## src/rtl/encode.sv

```systemverilog
// ---------------------------------------------------------------------------
// encode -- extended Hamming (8,4) SECDED channel encoder with serialiser.
//
// A 4-bit nibble is sampled once per 8-clock frame.  The nibble is encoded
// into an 8-bit SECDED codeword, which is then sent MSB-first as a serial
// stream.  Frames follow each other back-to-back with no idle cycles.
//
// Ports
//   clk          in   1  system clock, rising edge
//   rst          in   1  synchronous reset, active-high
//   in           in   4  data nibble, sampled only on the load edge (cnt==0)
//   dout         out  1  serial codeword bit, MSB first
//   frame_start  out  1  high while dout carries bit 7 of a frame
//   code         out  8  codeword of the frame currently being sent
//   valid        out  1  low from reset until the first frame is loaded
//
// Codeword layout: {p1, p2, d1, p4, d2, d3, d4, p0}
//   d1..d4 = in[3]..in[0]; p0 gives the whole word even parity.
// ---------------------------------------------------------------------------
module encode (
  input  logic       clk,
  input  logic       rst,
  input  logic [3:0] in,
  output logic       dout,
  output logic       frame_start,
  output logic [7:0] code,
  output logic       valid
);

  logic [2:0] cnt;       // bit position within the frame; 0 means load
  logic [6:0] shreg;     // remaining bits of the frame, next bit at [6]
  logic [7:0] enc_code;  // combinational encoding of in

  logic d1, d2, d3, d4;
  logic p1, p2, p4, p0;

  always_comb begin
    d1 = in[3];
    d2 = in[2];
    d3 = in[1];
    d4 = in[0];
    p1 = d1 ^ d2 ^ d4;
    p2 = d1 ^ d3 ^ d4;
    p4 = d2 ^ d3 ^ d4;
    p0 = p1 ^ p2 ^ d1 ^ p4 ^ d2 ^ d3 ^ d4;
    enc_code = {p1, p2, d1, p4, d2, d3, d4, p0};
  end

  // Bit 7 leaves directly on the load edge, so the shift register only has
  // to hold bits 6..0 of the codeword.
  always_ff @(posedge clk) begin
    if (rst) begin
      cnt         <= 3'd0;
      shreg       <= 7'd0;
      code        <= 8'd0;
      dout        <= 1'b0;
      frame_start <= 1'b0;
      valid       <= 1'b0;
    end else begin
      cnt <= cnt + 3'd1;  // wraps 7 -> 0, giving back-to-back frames
      if (cnt == 3'd0) begin
        code        <= enc_code;
        shreg       <= enc_code[6:0];
        dout        <= enc_code[7];
        frame_start <= 1'b1;
        valid       <= 1'b1;
      end else begin
        shreg       <= {shreg[5:0], 1'b0};
        dout        <= shreg[6];
        frame_start <= 1'b0;
      end
    end
  end

endmodule

```

## config.mk

```make
export PLATFORM = sky130hd
export DESIGN_NAME = encode
export DESIGN_NICKNAME = d
export VERILOG_FILES = /design/src/rtl/encode.sv
export SDC_FILE = /design/constraint.sdc
export NUM_CORES = 1
export LEC_CHECK = 0
export ABC_CLOCK_PERIOD_IN_PS = 1050
export BUFFER_PORTS_ARGS = -buffer_cell sky130_fd_sc_hd__buf_2
export CAP_MARGIN = 25
export CORE_MARGIN = 4
export CORE_UTILIZATION = 46
export DETAILED_ROUTE_END_ITERATION = 6
export PLACE_DENSITY = 0.72
export SLEW_MARGIN = 20
export SYNTH_ARGS = -nofsm -noshare
export SYNTH_HDL_FRONTEND = slang
export SYNTH_SLANG_ARGS = --single-unit
```

## constraint.sdc

```tcl
create_clock -name clk -period 1.05 [get_ports clk]
set_input_delay 0.2625 -clock clk [delete_from_list [all_inputs] [get_ports clk]]
set_output_delay 0.2625 -clock clk [all_outputs]
set_load 0.1 [all_outputs]
```

## After elaboration in Yosys (flattened, before gate mapping)

Cells that the tools add are included.

- Logic and storage cells: 26
- Register bits after elaboration: 21
- Output and inout port bits: 11
- Input bits: 6

- Bitwise logic cells: 13
- $add $sub $neg: 1
- Reductions and logical operators: 2
- Multiplexer cells: 3

Operators with widths:

| operator | number |
|---|---|
| 1-bit XOR | 12 |
| 7-bit two-way mux | 1 |
| 3-bit by 1-bit adder with 3-bit output, second input constant | 1 |
| 3-bit zero test | 1 |
| 1-bit two-way mux | 2 |
| 2-bit OR reduction | 1 |
| 1-bit inverter | 1 |

## Depth between registers and ports, before layout

- Word-level depth: 9
- Depth in mapped cells: 7
- Mapped depth without buffers: 5

## Worst setup path before layout

OpenSTA, ideal clock, no wires.

- Kind: reg-to-reg
- Start: register code[0] (netlist name)
- End: register code[0]
- Stages on the path, launching flop included: 3
- Clock period less this slack: 1.259 ns
- Required time: 0.966 ns
- Library setup time: 0.084 ns
- Buffers on the path: 0
- Setup slack: -0.209 ns
- Data arrival time: 1.175 ns
- Cell sequence: dfxtp_1 > nand3b_1 > o31ai_2

RTL lines:

| item | line | source |
|---|---|---|
| end signal: assignment | 62 | `code <= enc_code;` |
| end: declaration | 26 | `output logic [7:0] code,` |

## Final worst setup path

- Start: register cnt[1]
- End: register shreg[2]

- Cells in the longest elaborated chain, start to end: 2

Ends and longest elaborated chain:

| item | line | source |
|---|---|---|
| start: declaration | 30 | `logic [2:0] cnt;` |
| start signal: assignment | 60 | `cnt <= cnt + 3'd1;` |
| 3-bit zero test | 61 | `if (cnt == 3'd0) begin` |
| 7-bit two-way mux | 61 |  |
| end signal: assignment | 63 | `shreg <= enc_code[6:0];` |
| end signal: assignment | 68 | `shreg <= {shreg[5:0], 1'b0};` |
| end: declaration | 31 | `logic [6:0] shreg;` |

No other way between the ends.
A chain may end at the register's enable or synchronous reset.

==> impl_metrics.ini <==
[outcome]
outcome = finished with violations
violations = setup timing

[final_layout]
drive_above_1_share_pct = 66.7
final_nets = 114
fillers = 83
n_antenna_cell = 0
areaGrowthSynthToFinish_pct = 61.5
stdcell_count = 121

[critical_path]
path_class = register to register
crit_arrival_ns = 1.41
required_ns = 1.31
critPathCaptureType = register
cp-start-kind = register
cp_max_fo = 8

[global_route]
antenna_found_initial = 0
grtUsageTotal_pct = 16.3
grt_pass1_wl_um = 2940
grt_max_degree = 14
grt_pass1_vias = 650
overflow = 0

[floorplan]
fp.dieW_um = 49.9
start_util_pct = 51.3
dieArea_mm2 = 0.00249
rows = 14
num_io_pins = 17
die_h_um = 49.9
core_region_area_mm2 = 0.00158

[route]
viasPerCell = 5.50
firstDrtPassIters = 4
wire_per_inst_um = 16.9
postRouteAntennaNets = 0
vias = 666
drt-total-wl_um = 2040
drc_errors = 0
dr.first_iter.drc_count = 13

[clocking]
clockRootBuffer = clkbuf_4
clkTransAtPathRegs_ns = 0.12
clock_sinks = 21
cts_tree = built
h-tree-depth = 1
cts_buffers = 3
clock_path_buffers = 2
clk_latency_ns = 0.32

[pwr]
max-vdd-ir-drop_uv = 1290
power_mw = 2.33
power.density_mw_per_mm2 = 1790
leakage_nw = 0.530

[sta]
layout_min_cycle_time_ns = 1.15
worst_pin_slew_ns = 0.315
rsz0062_at_grt = true
setup-tns-final_ns = -1.92
maxSlewHeadroom_pct = 78.9
fin_crit_sh_pct = 110
max_freq_mhz = 867
fin_skew_ns = 0.0102
setup_ws_ns = -0.104
final-hold-violation-count = 0
slew_viol_final = 0
setup_viol = 27

[yosys]
synth.avg_cell_area_um2 = 9.86
syn-num-nets = 90
syn-cell-area_um2 = 808
ys_ff_latch = 21
yosysSeqAreaShare_pct = 52.0
synthCells = 82
yosysWarnings = 0
synth.distinct_cells = 19

[placed_design]
dp_hpwl_um = 1120
routabilityCongestion = 0.751
io_buffers = 16
dpl.cell_count = 115

[worst_hold_path]
hold_path.class = primary input to register

[flow_run]
cap_violations = 0
[per-stage QoR]
step / utilization [%] / setup WS [ns] / hold WS [ns] / area [um2]
floorplan: - / -0.00956 / 0.327 / 837
global placement: 70.3 / -0.0661 / 0.423 / 1110
detailed placement: 70.3 / -0.110 / 0.426 / 1110
CTS: 79.6 / -0.102 / 0.220 / 1250
global route: 82.8 / -0.177 / 0.217 / 1310
finish: 82.8 / -0.104 / 0.232 / 1310
[cell type report]
cell class / count / area [um2] / share of cell area, %
Multi-Input combinational cell: 54 / 483 / 37.0
Tap cell: 16 / 20.0 / 1.53
Sequential cell: 21 / 442 / 33.8
Clock inverter: 1 / 7.51 / 0.575
Clock buffer: 3 / 22.5 / 1.73
Inverter: 2 / 7.51 / 0.575
Timing Repair Buffer: 24 / 323 / 24.7
[layer usage]
layer	routed length [um]	track usage, %
met1	802	16.9
met2	1050	29.1
met3	137	4.22
met4	56	9.68
met5	0	0
[cells in the final DEF, fill, tap and decap left out]
master      synthesis  layout
a21oi_2             0      12
a21oi_4             0       2
buf_12              0      12
buf_2               1       6
buf_4               1       4
buf_6               2       2
clkbuf_4            0       3
clkinvlp_4          0       1
dfxtp_1            21       8
dfxtp_2             0      11
dfxtp_4             0       2
ha_1                2       1
ha_4                0       1
inv_2               0       2
nand2_1            21      14
nand2_2             0       3
nand2_4             0       3
nand2_8             0       1
nand2b_4            0       1
nand3b_1            1       1
nor2_1              5       5
nor2b_1             2       1
nor2b_4             0       1
nor3_1              1       1
o31ai_2             1       1
xnor2_1             2       2
xor2_1              1       1
xor3_1              1       1
xor3_4              2       2
[registers in the layout (all words and copies together) (netlist names)]
register / cells
code: 8
dout: 1
frame_start: 1
valid: 1
cnt: 3
shreg: 7
[power breakdown]
group	leakage, nW	switching [mW]	total, mW	internal, mW
combinational	0.338	0.590	0.977	0.387
clock	0.0139	0.260	0.406	0.146
sequential	0.178	0.0630	0.953	0.890
total	0.530	0.913	2.33	1.42
[logic make-up after synthesis]
logic type	Yosys count	synth area share, %
xor gates and xnor gates	6	13.0
buffers and inverters	7	5.73
AOI/OAI and AO/OA	15	10.2
adders and majority gates	2	3.10
DFF	21	52.0
and+or+nand+nor	31	15.9
[path summary, 6_finish.rpt]
check | startpoint | endpoint | slack (ns) | cells past startpoint
max | cnt[1] | shreg[2] | -0.10 | 6
min | in[0] | shreg[1] | 0.23 | 3
max reg2reg | cnt[1] | shreg[2] | -0.10 | 6
min reg2reg | shreg[6] | dout | 0.46 | 2
[worst max-delay path: stages (launching register included)]
cell,delay (ns)
dfxtp_2,0.35
inv_2,0.06
ha_4,0.14
nor2b_4,0.16
buf_12,0.16
nand2_2,0.08
a21oi_2,0.13
[synthesized netlist by cell type, drive strengths merged]
master | instances | share of area (%)
nor2b | 2 | 1.5
a21oi | 14 | 8.7
nand2b | 1 | 0.77
xor2 | 1 | 1.1
o31ai | 1 | 1.5
nor2 | 5 | 2.3
xnor2 | 2 | 2.2
nor3 | 1 | 0.62
inv | 2 | 0.93
nand3b | 1 | 0.93
nand2 | 21 | 9.8
clkbuf | 1 | 0.46
buf | 4 | 4.3
ha | 2 | 3.1
dfxtp | 21 | 52
xor3 | 3 | 9.8
[what timing repair did]
action                     4_1_cts  5_1_grt
hold buffers                     0        0
setup endpoints to repair       26       28
pin swaps                        6        2
gates resized for setup         30        8
gates cloned                     1        0
setup buffers                    0        1
No activity file was read; power rests on OpenSTA's default activity.
